==> src/rtl/ctrl_loop_seq.sv <==
// ctrl_loop_seq: nested-loop index sequencer.
// It latches the seven inclusive loop bounds (KSI, CKG, L0..L4) when a start is
// accepted. It then emits one index tuple per accepted beat, with KSI as the
// innermost level. A one-cycle done pulse follows the final beat.
//
// Ports:
//   clk, rst             clock, asynchronous active-high reset
//   start / start_ready  sequence request handshake; start_ready is high only in IDLE
//   abort                synchronous abort back to IDLE, with no done pulse
//   arv_*                inclusive max index per level, latched when start is accepted
//   out_valid/out_ready  index tuple handshake
//   idx_*                current index tuple
//   out_last             bit i is set when levels 0..i are all at their bound
//   done                 one-cycle pulse after the final beat
//   stall_cnt            backpressure stall counter
//
// Optional feature: define CTRL_LOOP_STALL_CNT_EN to build the stall counter.
// Without it, stall_cnt is tied to 0.
module ctrl_loop_seq #(
    parameter int unsigned CLOG2K = 3,
    parameter int unsigned CLOG2W = 6,
    parameter int unsigned CLOG2L = 6
) (
    input  logic              clk,
    input  logic              rst,
    input  logic              start,
    output logic              start_ready,
    input  logic              abort,
    input  logic [CLOG2K-1:0] arv_KSI,
    input  logic [CLOG2W-1:0] arv_CKG,
    input  logic [CLOG2L-1:0] arv_L0,
    input  logic [CLOG2L-1:0] arv_L1,
    input  logic [CLOG2L-1:0] arv_L2,
    input  logic [CLOG2L-1:0] arv_L3,
    input  logic [CLOG2L-1:0] arv_L4,
    output logic              out_valid,
    input  logic              out_ready,
    output logic [CLOG2K-1:0] idx_KSI,
    output logic [CLOG2W-1:0] idx_CKG,
    output logic [CLOG2L-1:0] idx_L0,
    output logic [CLOG2L-1:0] idx_L1,
    output logic [CLOG2L-1:0] idx_L2,
    output logic [CLOG2L-1:0] idx_L3,
    output logic [CLOG2L-1:0] idx_L4,
    output logic [6:0]        out_last,
    output logic              done,
    output logic [31:0]       stall_cnt
);

    typedef enum logic {ST_IDLE, ST_RUN} state_t;

    state_t            state_q;
    logic              start_ready_q;
    logic              out_valid_q;
    logic              done_q;
    logic [CLOG2K-1:0] idx_ksi_q, bnd_ksi_q;
    logic [CLOG2W-1:0] idx_ckg_q, bnd_ckg_q;
    logic [CLOG2L-1:0] idx_l_q [5];
    logic [CLOG2L-1:0] bnd_l_q [5];
    logic [6:0]        eq_c;
    logic [6:0]        last_c;
    logic              start_acc_c;

    assign start_acc_c = start && start_ready_q && !abort;

    // Per-level "at bound" flags, then a running AND from the innermost level outward.
    always_comb begin
        eq_c[0] = (idx_ksi_q == bnd_ksi_q);
        eq_c[1] = (idx_ckg_q == bnd_ckg_q);
        for (int l = 0; l < 5; l++) begin
            eq_c[l+2] = (idx_l_q[l] == bnd_l_q[l]);
        end
        last_c[0] = eq_c[0];
        for (int i = 1; i < 7; i++) begin
            last_c[i] = last_c[i-1] & eq_c[i];
        end
    end

    // Sequencer FSM. The odometer is a carry chain: a level steps only when
    // every level inside it has wrapped.
    always_ff @(posedge clk or posedge rst) begin
        if (rst) begin
            state_q       <= ST_IDLE;
            start_ready_q <= 1'b1;
            out_valid_q   <= 1'b0;
            done_q        <= 1'b0;
            idx_ksi_q     <= '0;
            idx_ckg_q     <= '0;
            bnd_ksi_q     <= '0;
            bnd_ckg_q     <= '0;
            for (int l = 0; l < 5; l++) begin
                idx_l_q[l] <= '0;
                bnd_l_q[l] <= '0;
            end
        end else begin
            done_q <= 1'b0;
            if (abort) begin
                state_q       <= ST_IDLE;
                start_ready_q <= 1'b1;
                out_valid_q   <= 1'b0;
                idx_ksi_q     <= '0;
                idx_ckg_q     <= '0;
                for (int l = 0; l < 5; l++) idx_l_q[l] <= '0;
            end else begin
                case (state_q)
                    ST_IDLE: begin
                        if (start) begin
                            state_q       <= ST_RUN;
                            start_ready_q <= 1'b0;
                            out_valid_q   <= 1'b1;
                            bnd_ksi_q     <= arv_KSI;
                            bnd_ckg_q     <= arv_CKG;
                            bnd_l_q[0]    <= arv_L0;
                            bnd_l_q[1]    <= arv_L1;
                            bnd_l_q[2]    <= arv_L2;
                            bnd_l_q[3]    <= arv_L3;
                            bnd_l_q[4]    <= arv_L4;
                            idx_ksi_q     <= '0;
                            idx_ckg_q     <= '0;
                            for (int l = 0; l < 5; l++) idx_l_q[l] <= '0;
                        end
                    end
                    ST_RUN: begin
                        if (out_ready) begin
                            if (last_c[6]) begin
                                state_q       <= ST_IDLE;
                                start_ready_q <= 1'b1;
                                out_valid_q   <= 1'b0;
                                done_q        <= 1'b1;
                                idx_ksi_q     <= '0;
                                idx_ckg_q     <= '0;
                                for (int l = 0; l < 5; l++) idx_l_q[l] <= '0;
                            end else begin
                                idx_ksi_q <= last_c[0] ? '0 : idx_ksi_q + CLOG2K'(1);
                                if (last_c[0]) begin
                                    idx_ckg_q <= last_c[1] ? '0 : idx_ckg_q + CLOG2W'(1);
                                end
                                for (int l = 0; l < 5; l++) begin
                                    if (last_c[l+1]) begin
                                        idx_l_q[l] <= last_c[l+2] ? '0 : idx_l_q[l] + CLOG2L'(1);
                                    end
                                end
                            end
                        end
                    end
                    default: state_q <= ST_IDLE;
                endcase
            end
        end
    end

`ifdef CTRL_LOOP_STALL_CNT_EN
    logic [31:0] stall_q;

    // Counts valid-but-not-ready cycles. It saturates, and it holds its value
    // after RUN ends until the next start.
    always_ff @(posedge clk or posedge rst) begin
        if (rst) begin
            stall_q <= '0;
        end else if (start_acc_c) begin
            stall_q <= '0;
        end else if (out_valid_q && !out_ready && (stall_q != 32'hFFFF_FFFF)) begin
            stall_q <= stall_q + 32'd1;
        end
    end

    assign stall_cnt = stall_q;
`else
    logic unused_start_acc;
    assign unused_start_acc = start_acc_c;
    assign stall_cnt        = 32'd0;
`endif

    assign start_ready = start_ready_q;
    assign out_valid   = out_valid_q;
    assign done        = done_q;
    assign idx_KSI     = idx_ksi_q;
    assign idx_CKG     = idx_ckg_q;
    assign idx_L0      = idx_l_q[0];
    assign idx_L1      = idx_l_q[1];
    assign idx_L2      = idx_l_q[2];
    assign idx_L3      = idx_l_q[3];
    assign idx_L4      = idx_l_q[4];
    // Gated with out_valid so that IDLE (with bounds at 0) reports no last flags.
    assign out_last    = out_valid_q ? last_c : 7'h00;

endmodule
==> config.mk <==
export PLATFORM = sky130hd
export DESIGN_NAME = ctrl_loop_seq
export DESIGN_NICKNAME = d
export VERILOG_FILES = /design/src/rtl/ctrl_loop_seq.sv
export SDC_FILE = /design/constraint.sdc
export NUM_CORES = 1
export LEC_CHECK = 0
export CORE_UTILIZATION = 49
export DETAILED_ROUTE_END_ITERATION = 12
export GPL_TIMING_DRIVEN = 0
export PLACE_DENSITY_LB_ADDON = 0.25
export REMOVE_ABC_BUFFERS = 1
export SLEW_MARGIN = 20
export SYNTH_ARGS = -nofsm -noshare
export SYNTH_HDL_FRONTEND = slang
export SYNTH_SLANG_ARGS = --single-unit
==> constraint.sdc <==
create_clock -name clk -period 3 [get_ports clk]
set_clock_uncertainty 0.05 [all_clocks]
set_input_delay 0.6 -clock clk [delete_from_list [all_inputs] [get_ports clk]]
set_output_delay 0.6 -clock clk [all_outputs]
set_load 0.02 [all_outputs]
# After elaboration in Yosys (flattened, before gate mapping)
# Index checks and enable logic that the tools add are counted.
[classes]
addsub = 7
eq_ne = 16
muxes = 47
n_bitwise = 8
n_reduce_logical = 9
[op_table]
columns = ["op", "count"]
rows = [
  ["$mux 30", 4],
  ["$mux 6", 15],
  ["$pmux 30 s2", 1],
  ["$add 6x1->6 const B", 6],
  ["$eq 6x6->1", 6],
  ["$ne 4x2->1 const B", 6],
  ["$reduce_and 3->1", 8],
  ["$mux 1", 16],
  ["$mux 3", 5],
  ["$pmux 6 s2", 1],
  ["$mux 7", 1],
  ["$and 1x1->1", 6],
  ["$ne 3x3->1 const B", 2],
  ["$pmux 1 s2", 3],
  ["$pmux 3 s2", 1],
  ["$add 3x1->3 const B", 1],
  ["$eq 3x3->1", 1],
  ["$ne 3x2->1 const B", 1],
  ["$not 1->1", 2],
  ["$reduce_and 2->1", 1],
]
[word_totals]
reg_bits = 82
in_bits = 44
output_inout_bits = 81

# Depth between registers and ports, before layout
[logic_depth]
ltp_word = 12
ltp_mapped = 8
mapped_depth_nobuf = 6

# Worst setup path before layout
# Ideal clock, no wire load.
[synth_timing]
path_type = "reg-to-output"
start = "register idx_ksi_q[2], in the netlist idx_KSI[2]"
end = "output port out_last[5]"
arrival_time_ps = 1940
required_time_ps = 2350
path_slack_ps = 410
path_stages_with_launch = 8
path_buffers = 2
path_cell_list = "dfrtp_1 xor2_1 nor3_2 and4_1 buf_2 and3_1 buf_2 and3_1"
[synth_via]
elab_chain_len = 7
[synth_lines]
columns = ["item", "line", "source"]
rows = [
  ["from (decl)", "56", "logic [CLOG2K-1:0] idx_ksi_q, bnd_ksi_q;"],
  ["from (signal assigned)", "134", "idx_ksi_q <= last_c[0] ? '0 : idx_ksi_q + CLOG2K'(1);"],
  ["$eq 3x3->1", "68", "eq_c[0] = (idx_ksi_q == bnd_ksi_q);"],
  ["$and 1x1->1 (5 in series)", "75", "last_c[i] = last_c[i-1] & eq_c[i];"],
  ["$mux 7", "185", "assign out_last = out_valid_q ? last_c : 7'h00;"],
  ["to (decl)", "45", "output logic [6:0] out_last,"],
]
# Every way passes these cells.

# Worst setup path after layout
[layout_timing]
start = "register idx_ckg_q[1], in the netlist idx_CKG[1]"
end = "output port out_last[6]"
[layout_via]
elab_chain_len = 8
[layout_lines]
columns = ["item", "line", "source"]
rows = [
  ["from (decl)", "57", "logic [CLOG2W-1:0] idx_ckg_q, bnd_ckg_q;"],
  ["from (signal assigned)", "136", "idx_ckg_q <= last_c[1] ? '0 : idx_ckg_q + CLOG2W'(1);"],
  ["$eq 6x6->1", "69", "eq_c[1] = (idx_ckg_q == bnd_ckg_q);"],
  ["$and 1x1->1 (6 in series)", "75", ""],
  ["$mux 7", "185", ""],
]
# Every way passes these cells.

==> results by group <==
Run status
  – Status: finished, final reports clean

Worst setup path
  – Cell family with most CP delay: simple AND/OR/NAND/NOR gates
  – Worst EP required: 2350 ps
  – CP max FO: 5
  – CP Cell Sequence: xor2_1 > nor4_2 > and4_4 > buf_4 > nand4_1 > nor2_1 > buf_4
  – Cell mode on critical path: buf_4
  – Critical path endpoint category: primary output
  – WP data arrival: 2300 ps
  – Max incr delay on CP: 450 ps
  – Startpoint types: flop
  – Slowest-stage cell, CP: dfrtp_2
  – Setup CP Type: flop to primary output
  – Buf+Inv Stages, Crit Path: 2

Route
  – Routed Antenna Nets: 0
  – First drt pass iteration count: 7
  – DR DRC count: 0
  – DRT iter0 DRCs: 206
  – Final WL: 11500 um
  – Max layer used: met4
  – Vias: 4161
  – WL met3: 725 um
  – Drt via density: 5.60
  – Metal-1 WL: 4910 um
  – Wire length on met2: 5610 um
  – WL per Instance: 15.5 um

Pwr
  – Comb power frac: 21.8%
  – Power density over the cells: 490 nW/um2
  – Clock Power Share: 33.3%
  – Switching Fraction: 29.7%
  – Leakage: 2.73 nW
  – Pint: 2.05 mW
  – P_sw: 0.867 mW
  – VDD IR-drop max: 0.000314 V
  – Part of the power in registers: 44.9%

Synth
  – Mapped Area: 4560 um2
  – Post-synth EDFFs: 0
  – Synthesized area per cell: 8.78 um2
  – Ys flop type: dfrtp_1
  – Seq/Total Area, Yosys: 45.0%
  – Synth cell types: 53
  – Synth Instances: 520
  – Ys async rst share: 100%
  – Flops & latches, synth: 82
  – YS warnings: 0

Place
  – Area post-placement: 5480 um2
  – IO buf count: 92
  – DPL Wire Length: 7490 um
  – Setup Slack @ Placement: -702 ps
  – Dpl cells: 703
  – RePlAce Congestion: 0.814

Floorplan
  – DIE WIDTH: 98.5 um
  – Row count: 34
  – Height of the die: 98.5 um
  – Die ar.: 9700 um2
  – Core ar.: 8850 um2
  – Initial Util: 51.6%
  – Io pins: 125

Timing
  – Fin crit share: 98.5%
  – Tmin final: 2950 ps
  – # setup viols final: 0
  – Fin. max-slew vios: 0
  – Final hold violations: 0
  – Worst hold slack: 450 ps
  – Fmax: 338 MHz
  – Rel. slew slack: 44.9%
  – Final setup margin: 45.5 ps
  – Slew at the pin with the worst max-slew slack: 827 ps

Layout
  – Layout cell share with drive strength beyond 1: 11.0%
  – Non-Filler Instances: 743
  – Nets: 681
  – Final Cell Area: 5950 um2
  – Most common cell after layout, fill and taps aside: nand2_1
  – Core Util, Final: 67.3%
  – Area grow syn2layout: 30.5%
  – Most frequent cells in the layout: nand2_1 (145), clkdlybuf4s50_1 (86), dfrtp_1 (78)
  – Number of diodes: 0

Clock network
  – Skew-Pair Late Insertion Delay: 360 ps
  – CTS tree: done
  – Buffer depth of the longest clock path: 2
  – Num CTS Buffers: 9
  – Depth of the CTS H-tree: 3
  – CTS root buf: clkbuf_8
  – Clk sinks: 82
  – Clk slew on worst S/H paths: 80 ps
  – # hold bufs at CTS: 0

Global route
  – Largest net degree at the start of global routing: 50
  – GRT overflow: 0
  – Initial antenna violation count: 0
  – First-pass GRT wire length: 19200 um
  – GRT Util Overall: 24.8%
  – Vias in the first global route: 4058

Worst hold path
  – Hold WC Path Type: flop to flop

Flow run
  – Max Cap Viol: 0
-- worst register-to-register path, cell delays in order (launching register included) --
cell and delay, ps:
dfrtp_2 450, xor2_1 170, nor4_2 380, buf_4 180
buf_4 90, buf_4 90, buf_4 100, buf_4 100
buf_4 100, buf_4 90, buf_4 90, and4_4 310
a21oi_4 140, a211o_1 310, a32o_1 200
-- logic make-up (layout without fill, tap and decap cells) --
family          count (synthesis)  after routing  share of synthesized area [%]
simple gates                  243            244                           24.6
compound gates                 88             88                           13.1
flops                          82             82                           45.0
buf+inv                        59            142                           7.60
xor+xnor                       39             39                           7.49
fa+ha+maj                       7              7                           1.92
other cells                     1             32                         0.0822
mux                             1              1                          0.219
-- flip-flops by register name, indices dropped and copies added (netlist names), 3 cells and up --
register and flops:
bnd_ckg_q 6, bnd_ksi_q 3, bnd_l_q 30, idx_CKG 6, idx_KSI 3, idx_L0 6, idx_L1 6, idx_L2 6
idx_L3 6, idx_L4 6
-- power groups by stage --
stage               combinational (mW)  clock [mW]  sequential [mW]
floorplan                        0.357           0             1.32
global placement                 0.519           0             1.32
detailed placement               0.543           0             1.33
CTS                              0.612       0.982             1.31
global route                     0.702        1.04             1.32
finish                           0.635       0.972             1.31
-- synthesized netlist by cell type (all sizes together), types with 10 or more instances --
cell	n	area (um2)
nand2	146	548
dfrtp	81	2030
buf	37	264
xnor2	30	263
o21ai	28	140
nor2	18	67.6
nand3	17	85.1
a21oi	13	68.8
clkbuf	13	48.8
nor3	11	70.1
nand2b	10	70.1
nand4	10	62.6
-- metal layers --
metal | up-vias | track usage (%)
li1 | 1951 | -
met2 | 187 | 43.0
met4 | 0 | 9.64
met1 | 2000 | 31.5
met5 | - | 0
met3 | 23 | 3.26
-- stage by stage --
stage               power [mW]  setup TNS (ps)
CTS                       2.90               0
global placement          1.84         -116160
global route              3.06           -26.8
floorplan                 1.68               0
detailed placement        1.87           -4620
finish                    2.92               0
-- worst paths after layout --
| kind | from | to | slack, ps | cells after the start |
|---|---|---|---|---|
| setup / recovery | idx_CKG[1] | out_last[6] | 50 | 7 |
| max in group asynchronous | rst | idx_L0[3] | 1740 | 3 |
| min in group asynchronous | rst | bnd_l_q[24] | 560 | 2 |
| setup reg to reg | idx_CKG[1] | idx_L1[2] | 70 | 14 |
| hold reg to reg | bnd_ksi_q[2] | bnd_ksi_q[2] | 450 | 2 |
| hold / removal | bnd_ksi_q[2] | bnd_ksi_q[2] | 450 | 2 |
-- what timing repair did --
action                     CTS  global route
buffers inserted            17             6
setup endpoints to repair    6            18
cloned                       1             0
pin swaps                    4             6
gates resized for setup     21            16
-- final cells by class --
cell class / count / area, um2
multi-input combinational: 411 / 2370
clock inverter: 6 / 115
tap: 108 / 135
inverter: 9 / 36.3
timing repair buffer: 117 / 1110
clock buffer: 10 / 128
fill: 716 / 2900
sequential: 82 / 2060
Note: power is estimated with default switching activity, not from simulation.
